==> config.mk <==
export PLATFORM = sky130hd
export DESIGN_NAME = mem_arbiter
export DESIGN_NICKNAME = d
export VERILOG_FILES = /design/src/rtl/mem_arbiter.sv
export SDC_FILE = /design/constraint.sdc
export NUM_CORES = 1
export LEC_CHECK = 0
export ABC_AREA = 0
export CAP_MARGIN = 20
export CORE_UTILIZATION = 26
export DETAILED_ROUTE_END_ITERATION = 6
export GPL_ROUTABILITY_DRIVEN = 0
export PLACE_DENSITY = 0.85
export SETUP_SLACK_MARGIN = 0.02
export SYNTH_ARGS = -nofsm -noshare
export SYNTH_HDL_FRONTEND = slang
export SYNTH_SLANG_ARGS = --single-unit
export TNS_END_PERCENT = 30
==> constraint.sdc <==
create_clock -name clk -period 1.45 [get_ports clk]
set_input_delay 0.29 -clock clk [delete_from_list [all_inputs] [get_ports clk]]
set_output_delay 0.29 -clock clk [all_outputs]
set_load 0.01 [all_outputs]
==> src/rtl/mem_arbiter.sv <==
`default_nettype none
// ============================================================================
// Module   : mem_arbiter
// Purpose  : Three-way round-robin burst arbiter for a single-port scratchpad
//            with 1-cycle read latency. Optional burst cap when the macro
//            MEM_ARB_STARVE_GUARD_EN is defined.
// Revision : 1.0  initial release
// ============================================================================
module mem_arbiter #(
    parameter int ADDR_SIZE = 10,
    parameter int WORD_SIZE = 16,
    parameter int MAX_BURST = 64
) (
    input  logic                           clk,
    input  logic                           reset,
    input  logic [2:0]                     req,
    input  logic [2:0]                     we,
    input  logic [2:0][ADDR_SIZE-1:0]      addr,
    input  logic [2:0][WORD_SIZE-1:0]      wdata,
    input  logic [2:0]                     last,
    output logic [2:0]                     gnt,
    output logic [2:0]                     rvalid,
    output logic [WORD_SIZE-1:0]           rdata,
    output logic                           mem_en,
    output logic                           mem_we,
    output logic [ADDR_SIZE-1:0]           mem_addr,
    output logic [WORD_SIZE-1:0]           mem_wdata,
    input  logic [WORD_SIZE-1:0]           mem_rdata
);

    typedef enum logic [0:0] {
        IDLE = 1'b0,
        BUSY = 1'b1
    } state_t;

    state_t     r_state_q, w_state_d;
    logic [1:0] r_owner_q, w_owner_d;
    logic [1:0] r_rr_q, w_rr_d;
    logic [7:0] r_beat_cnt_q, w_beat_cnt_d;
    logic [2:0] r_rvalid_q, w_rvalid_d;

    logic [2:0] w_owner_oh;
    logic [1:0] w_pick;
    logic [7:0] w_beat_inc;
    logic       w_accept;
    logic       w_force;
    logic       w_release;

    // Slot at distance offset from base in the 0..2 rotation.
    function automatic logic [1:0] rr_slot(input logic [1:0] base, input logic [1:0] offset);
        logic [2:0] sum;
        sum = {1'b0, base} + {1'b0, offset};
        return (sum >= 3'd3) ? 2'(sum - 3'd3) : sum[1:0];
    endfunction

    always_comb begin
        w_owner_oh = 3'b000;
        case (r_owner_q)
            2'd0:    w_owner_oh = 3'b001;
            2'd1:    w_owner_oh = 3'b010;
            2'd2:    w_owner_oh = 3'b100;
            default: w_owner_oh = 3'b000;
        endcase

        // Scan from farthest to nearest so the nearest pending slot wins.
        w_pick = r_rr_q;
        for (int i = 2; i >= 0; i--) begin
            if (req[rr_slot(r_rr_q, 2'(i))]) begin
                w_pick = rr_slot(r_rr_q, 2'(i));
            end
        end

        w_accept   = (r_state_q == BUSY) && req[r_owner_q];
        w_beat_inc = (r_beat_cnt_q == 8'hFF) ? 8'hFF : r_beat_cnt_q + 8'd1;

`ifdef MEM_ARB_STARVE_GUARD_EN
        w_force = w_accept && (int'({24'd0, w_beat_inc}) >= MAX_BURST) && (|(req & ~w_owner_oh));
`else
        w_force = 1'b0;
`endif

        w_release = (r_state_q == BUSY) &&
                    (!req[r_owner_q] || (w_accept && (last[r_owner_q] || w_force)));

        gnt       = (r_state_q == BUSY) ? w_owner_oh : 3'b000;
        mem_en    = 1'b0;
        mem_we    = 1'b0;
        mem_addr  = '0;
        mem_wdata = '0;
        if (w_accept) begin
            mem_en    = 1'b1;
            mem_we    = we[r_owner_q];
            mem_addr  = addr[r_owner_q];
            mem_wdata = wdata[r_owner_q];
        end

        w_state_d    = r_state_q;
        w_owner_d    = r_owner_q;
        w_rr_d       = r_rr_q;
        w_beat_cnt_d = r_beat_cnt_q;
        w_rvalid_d   = 3'b000;

        case (r_state_q)
            IDLE: begin
                if (|req) begin
                    w_state_d    = BUSY;
                    w_owner_d    = w_pick;
                    w_beat_cnt_d = 8'd0;
                end
            end
            BUSY: begin
                if (w_accept) begin
                    w_beat_cnt_d = w_beat_inc;
                end
                if (w_release) begin
                    w_state_d = IDLE;
                    w_rr_d    = rr_slot(r_owner_q, 2'd1);
                end
            end
            default: w_state_d = IDLE;
        endcase

        // Read data returns one cycle later; tag it with the issuer, not the grant.
        if (w_accept && !we[r_owner_q]) begin
            w_rvalid_d = w_owner_oh;
        end
    end

    always_ff @(posedge clk or posedge reset) begin
        if (reset) begin
            r_state_q    <= IDLE;
            r_owner_q    <= 2'd0;
            r_rr_q       <= 2'd0;
            r_beat_cnt_q <= 8'd0;
            r_rvalid_q   <= 3'b000;
        end else begin
            r_state_q    <= w_state_d;
            r_owner_q    <= w_owner_d;
            r_rr_q       <= w_rr_d;
            r_beat_cnt_q <= w_beat_cnt_d;
            r_rvalid_q   <= w_rvalid_d;
        end
    end

    assign rvalid = r_rvalid_q;
    assign rdata  = mem_rdata;

endmodule
`default_nettype wire
-- After elaboration in Yosys (flattened, before gate mapping)
Index checks and enable logic that the tools add are counted.
- flip-flop bits (word level): 8
- input bits: 105
- output and inout bits: 50
- logic and storage cells: 66
- $add $sub $neg: 7
- $lt $le $gt $ge: 8
- equality and inequality tests: 2
- muxes and demuxes: 33
- bitwise logic cells: 1
- reductions and logical operators: 11
- operator list (operator ; number):
    binary-select mux 16 bit (select 2 bit) ; 1
    2-to-1 mux 16 bit ; 2
    binary-select mux 10 bit (select 2 bit) ; 1
    2-to-1 mux 10 bit ; 2
    2-to-1 mux 2 bit ; 7
    binary-select mux 1 bit (select 2 bit) ; 6
    < comparator 2 x 3 -> 1 bit (second input constant) ; 4
    2-to-1 mux 1 bit ; 10
    greater-or-equal comparator 3 x 2 -> 1 bit (second input constant) ; 3
    one-hot mux 3 bit (3 select lines) ; 1
    subtractor 2 bit (second input constant) ; 4
    adder 2 x 1 -> 3 bit (second input constant) ; 2
    2-to-1 mux 3 bit ; 2
    logical AND 1 bit ; 4
    AND reduction 2 bit ; 2
    adder 2 x 2 -> 3 bit (second input constant) ; 1
    OR reduction 3 bit ; 1
    == test 2 x 1 -> 1 bit (second input constant) ; 1
    == test 2 bit (second input constant) ; 1
    greater-or-equal comparator 2 bit (second input constant) ; 1
    logical NOT 1 bit ; 2
    logical NOT 2 bit ; 1
    one-hot mux 1 bit (2 select lines) ; 1
    logical OR 1 bit ; 1
    inverter 1 bit ; 1

-- Longest topological paths before layout
Gate-level depths: netlist (run 1).
- depth in word-level cells: 8
- depth in mapped cells: 7
- gate-level depth less buffers: 6

-- Least setup slack after synthesis (run 1)
Ideal clock, no wire load.
- kind: register to register
- start point: register r_rr_q[0]
- end point: register r_owner_q[1]
- library setup time: 0.082 ns
- data arrival time: 1.486 ns
- data required time: 1.368 ns
- setup slack: -0.117 ns
- stages on the path, launching flop included: 7
- buffers on the path: 1
- clock period less this slack: 1.567 ns
- path through: dfrtp_1 -> inv_1 -> ha_1 -> buf_2 -> o211a_1 -> a221o_1 -> a31oi_1
- word-level cells in the longest chain between the ends: 8
- elaborated cells on any way between the ends: 20
- classes of those cells: add/sub: 5; order compare: 3; mux: 12
- ends and longest elaborated chain (item ; RTL line ; source):
    start, declared ; 38 ; logic [1:0] r_rr_q, w_rr_d;
    start signal, assigned ; 139 ; r_rr_q <= w_rr_d;
    adder 2 x 2 -> 3 bit ; 52 ; sum = {1'b0, base} + {1'b0, offset};
    greater-or-equal comparator 3 x 2 -> 1 bit / subtractor 2 bit (equally long branches) ; 53 ; return (sum >= 3'd3) ? 2'(sum - 3'd3) : sum[1:0];
    2-to-1 mux 2 bit ; 53 ;
    binary-select mux 1 bit (select 2 bit) ; 68 ; if (req[rr_slot(r_rr_q, 2'(i))]) begin
    2-to-1 mux 1 bit (implied by the code) ; 68 ;
    2-to-1 mux 2 bit (2 in a row) ; 68 ;
    2-to-1 mux 2 bit (*) ; 68 ;
    end signal, assigned ; 138 ; r_owner_q <= w_owner_d;
    end, declared ; 37 ; logic [1:0] r_owner_q, w_owner_d;
Every way passes the cells marked *; elsewhere a longest branch is shown, timed or not. The select of a mux whose other input is x is not followed.
A chain may end at the register's enable or synchronous reset.

-- Final worst setup path (run 1)
- start point: register r_owner_q[1]
- end point: output mem_addr[0]
- word-level cells in the longest chain between the ends: 4
- elaborated cells on any way between the ends: 6
- classes of those cells: mux: 5; reduce/logical: 1
- ends and longest elaborated chain (item ; RTL line ; source):
    binary-select mux 1 bit (select 2 bit) ; 73 ; w_accept = (r_state_q == BUSY) && req[r_owner_q];
    2-to-1 mux 1 bit (implied by the code) ; 73 ;
    logical AND 1 bit ; 73 ;
    2-to-1 mux 10 bit (*) ; 90 ; if (w_accept) begin
    end, declared ; 26 ; output logic [ADDR_SIZE-1:0] mem_addr,
Marked as above.

==> results.md, run 1 <==
- Final period demand of the worst path: ~2.0 ns
- Drt first pass iters: 4
- Stages on worst setup path: 7
- CP cell instances: nand2b_4, nand2_4, o211ai_4, buf_12, buf_12, nor2_2, buf_2
- Critical path buffer and inverter count: 3
- Number of top-level pins: 155
- Vias: 2113
- Top achievable clock speed: slightly above 0.5 GHz
- Row count: 27
- Clock input transition at the sequential cells of the worst setup and hold paths: 0.05 ns
- Leading post-synthesis cells by cell area: mux2i_1 (22%), nor2_1 (14%), dfrtp_1 (14%)
- Area of combinational cells with multiple inputs: between 1000 and 1500 um^2
- Top cell by count, worst path: buf_12
- Maximum clock insertion buffer count: 2
- Drt wl/cell: 14.90 um
- # port buffers: 122
- Number of storage elements in the synthesis netlist: 8
- Cell type with the highest aggregate area in the netlist: mux2i_1
- Area overhead of the layout relative to synthesis: 145.3%
- Max-capacitance violation count: 0
- Register-to-register setup slack: -0.50 ns
- Async set or reset register ratio after synthesis: 1.000
- Fin nets: 481
- Clock tree root driver cell: clkbuf_8
- Class of the worst hold path: primary input to async pin
- Pin count of the biggest net entering global routing: 17
- Slowest stage delay, CP: 0.43 ns
- Result of the run: complete, but fails checks
- Slew at the pin with the worst max-slew slack: 0.4441 ns
- Yosys synthesis warning count: 0
- GRT Resource Usage Total: 0.2150
- Effective utilization at floorplan: 0.2693
- Violations in the final reports: setup timing
- Area fraction of the dominant cell type after synthesis: 0.2160
- Reg2Reg Depth: 10
- CP Capture Type: output pin
- Total wirelength of the detailed-routed design: 6573 um
- Dpl hpwl: 4447 um
- Via count of the first global-routing pass: 2164
- Data required time of the critical path: around 1.2 ns
- Synth Net Count: 320
- Setup repair after global routing missed its margin: true
- Post-synthesis cell type count: 32
- Critical path peak fanout: 6
- Summed negative setup slack over all endpoints: -15.41 ns
- Total setup violations reported at the end of the flow: 38
- Part of the Yosys area used for sequential elements: 0.1350
- CP startpoint kind: flip-flop
- Clk_lat worst skew: 0.24 ns
- Average size of a mapped cell: 7.094 um^2
- Die extent in x: 77.52 um
- Total inserted antenna cells: 0
- First-pass GRT wire length: 10250 um
- Netlist Area Pre-Place: roughly 1500 um^2
- Cell family with most CP delay: buffers and inverters
- Maximum vdd ir drop: 1.126 mV
- Area of the die: about 6000 um^2
- Fillcell total: 437
- Final global-route overflow total: 0
- Clock sink count: 8
- Arrival time worst endpoint: 1.67 ns
- Die boundary height: between 70 and 80 um
- Sequential Area: 203.9 um^2
- Syn Inst Count: 209
- Share of post-route cells with drive strength above 1: 0.4743
- Headroom to the max-slew limit: 0.7017
- Clock tree from TritonCTS: built
- Via count normalized by instance count: 4.791
- Number of buffers added by the clock tree synthesis step: 3
- Hold violation total from the final report: 0
- Count of unresolved DRC violations after routing: 0
- Post-route worst setup slack: -0.5085 ns
- Number of antenna violations at the first check in global routing: 0
- Final worst path period share: 1.351
- P_leak: 1.576 nW
- Antenna viol nets, final: 0
- Critical-path cell with the highest stage delay: dfrtp_2
- Pwr dens: 1921 nW/um^2
- Type of the worst setup path: flip-flop to output pin
- Hold Worst Slack: about 0.31 ns
- Number of synthesized flops with an enable pin: 0
- Most common flop cell mapped by yosys: dfrtp_1
- Core Footprint: 5507 um^2
- Final slew viol count: 0
- Maximum clock skew at final layout: 0.005868 ns
- Initial detailed-routing violation count: 58
- Maximum level of the CTS H-tree: 1
-- Yosys cell counts (2+ instances only) --
| cell | instances |
|---|---|
| inv_1 | 6 |
| ha_1 | 6 |
| nor3_1 | 2 |
| buf_6 | 5 |
| and3_1 | 3 |
| o22ai_1 | 3 |
| nor2_1 | 56 |
| mux2i_1 | 32 |
| dfrtp_1 | 8 |
| nor2b_1 | 3 |
| buf_4 | 18 |
| and2_1 | 3 |
| nand2_1 | 7 |
| o21ai_0 | 2 |
| a21oi_1 | 29 |
| buf_2 | 8 |
| nand2b_1 | 3 |
-- flip-flops by register name, indices dropped and copies added, names as in the netlist --
name       cells
rvalid         3
r_owner_q      2
r_rr_q         2
r_state_q      1
-- area by class of cell --
| type | count | area share |
|---|---|---|
| tap | 72 | 0.02477 |
| sequential | 8 | 0.05607 |
| clock buffer | 4 | 0.01238 |
| inverter | 7 | 0.007912 |
| multi-input combinational | 163 | 0.3829 |
| timing repair buffer | 187 | 0.5160 |
-- logic make-up (layout without fill, tap and decap cells) --
logic type | count (synthesis) | count (layout) | share of synthesized area
and+or+nand+nor | 79 | 79 | 0.2295
AOI/OAI and AO/OA | 45 | 45 | 0.1848
buffers and inverters | 38 | 198 | 0.1738
muxes | 33 | 33 | 0.2262
DFF | 8 | 8 | 0.1350
adders and majority gates | 6 | 6 | 0.05063
-- per-layer routing --
layer / wire (um) / track usage / vias up
li1: - / - / 1008
met1: 2383 / 0.2251 / 989
met2: 3651 / 0.4168 / 96
met3: 326 / 0.03294 / 20
met4: 211 / 0.09434 / 0
met5: 0 / 0 / -
-- cell usage in the layout, fill, tap and decap left out, types with 5 or more instances in the layout --
| cell | instances |
|---|---|
| nor2_4 | 24 |
| buf_4 | 39 |
| buf_6 | 37 |
| buf_8 | 7 |
| nor2_1 | 28 |
| a21oi_2 | 25 |
| buf_12 | 6 |
| a21oi_1 | 5 |
| buf_2 | 6 |
| mux2i_1 | 31 |
| dfrtp_1 | 5 |
| clkdlybuf4s50_1 | 88 |
-- repair_timing --
action | 4_1_cts | 5_1_grt
gates cloned | 1 | 0
endpoints found under the setup margin | 38 | 38
gates resized for setup | 196 | 36
hold buffers | 0 | 0
setup buffers | 33 | 3
pin swaps | 17 | 20
endpoints found under the hold margin | 0 | 0
-- power by group --
part	internal [mW]	leakage [nW]	switching, mW
combinational	3.41	1.46	2.83
sequential	0.322	0.0978	0.131
clock	0.192	0.0228	0.101
total	3.92	1.58	3.07
-- worst paths after layout --
kind / start / to
max in group asynchronous: reset / r_rr_q[1]
setup / recovery: r_owner_q[1] / mem_addr[0]
hold / removal: reset / r_rr_q[0]
setup reg to reg: r_owner_q[1] / r_rr_q[1]
min in group clk: mem_rdata[6] / rdata[6]
hold reg to reg: r_rr_q[1] / r_rr_q[1]
-- metrics by stage --
stage          power, mW  cells    util  worst slack [ns]  instance area (um^2)
4_1_cts            6.612    439  0.6394           -0.4796                  3521
5_1_grt            7.465    441  0.6605           -0.5617                  3637
2_1_floorplan      3.407    209       -          -0.04952                  1702
3_5_place_dp       4.980    401  0.5483           -0.8632                  3019
6_report           6.989    441  0.6605           -0.5085                  3637
3_3_place_gp       4.899    401  0.5483           -0.8214                  3019
(Power assumes the default switching activity.)
==> run 2, diff against run 1 <==
--- a/config.mk
+++ b/config.mk
@@ -12,6 +12,7 @@
 export GPL_ROUTABILITY_DRIVEN = 0
 export PLACE_DENSITY = 0.85
 export SETUP_SLACK_MARGIN = 0.02
+export SLEW_MARGIN = 40
 export SYNTH_ARGS = -nofsm -noshare
 export SYNTH_HDL_FRONTEND = slang
 export SYNTH_SLANG_ARGS = --single-unit
==> results of run 2 <==
The final DEF is identical to that of run 1; final timing and power are the same.
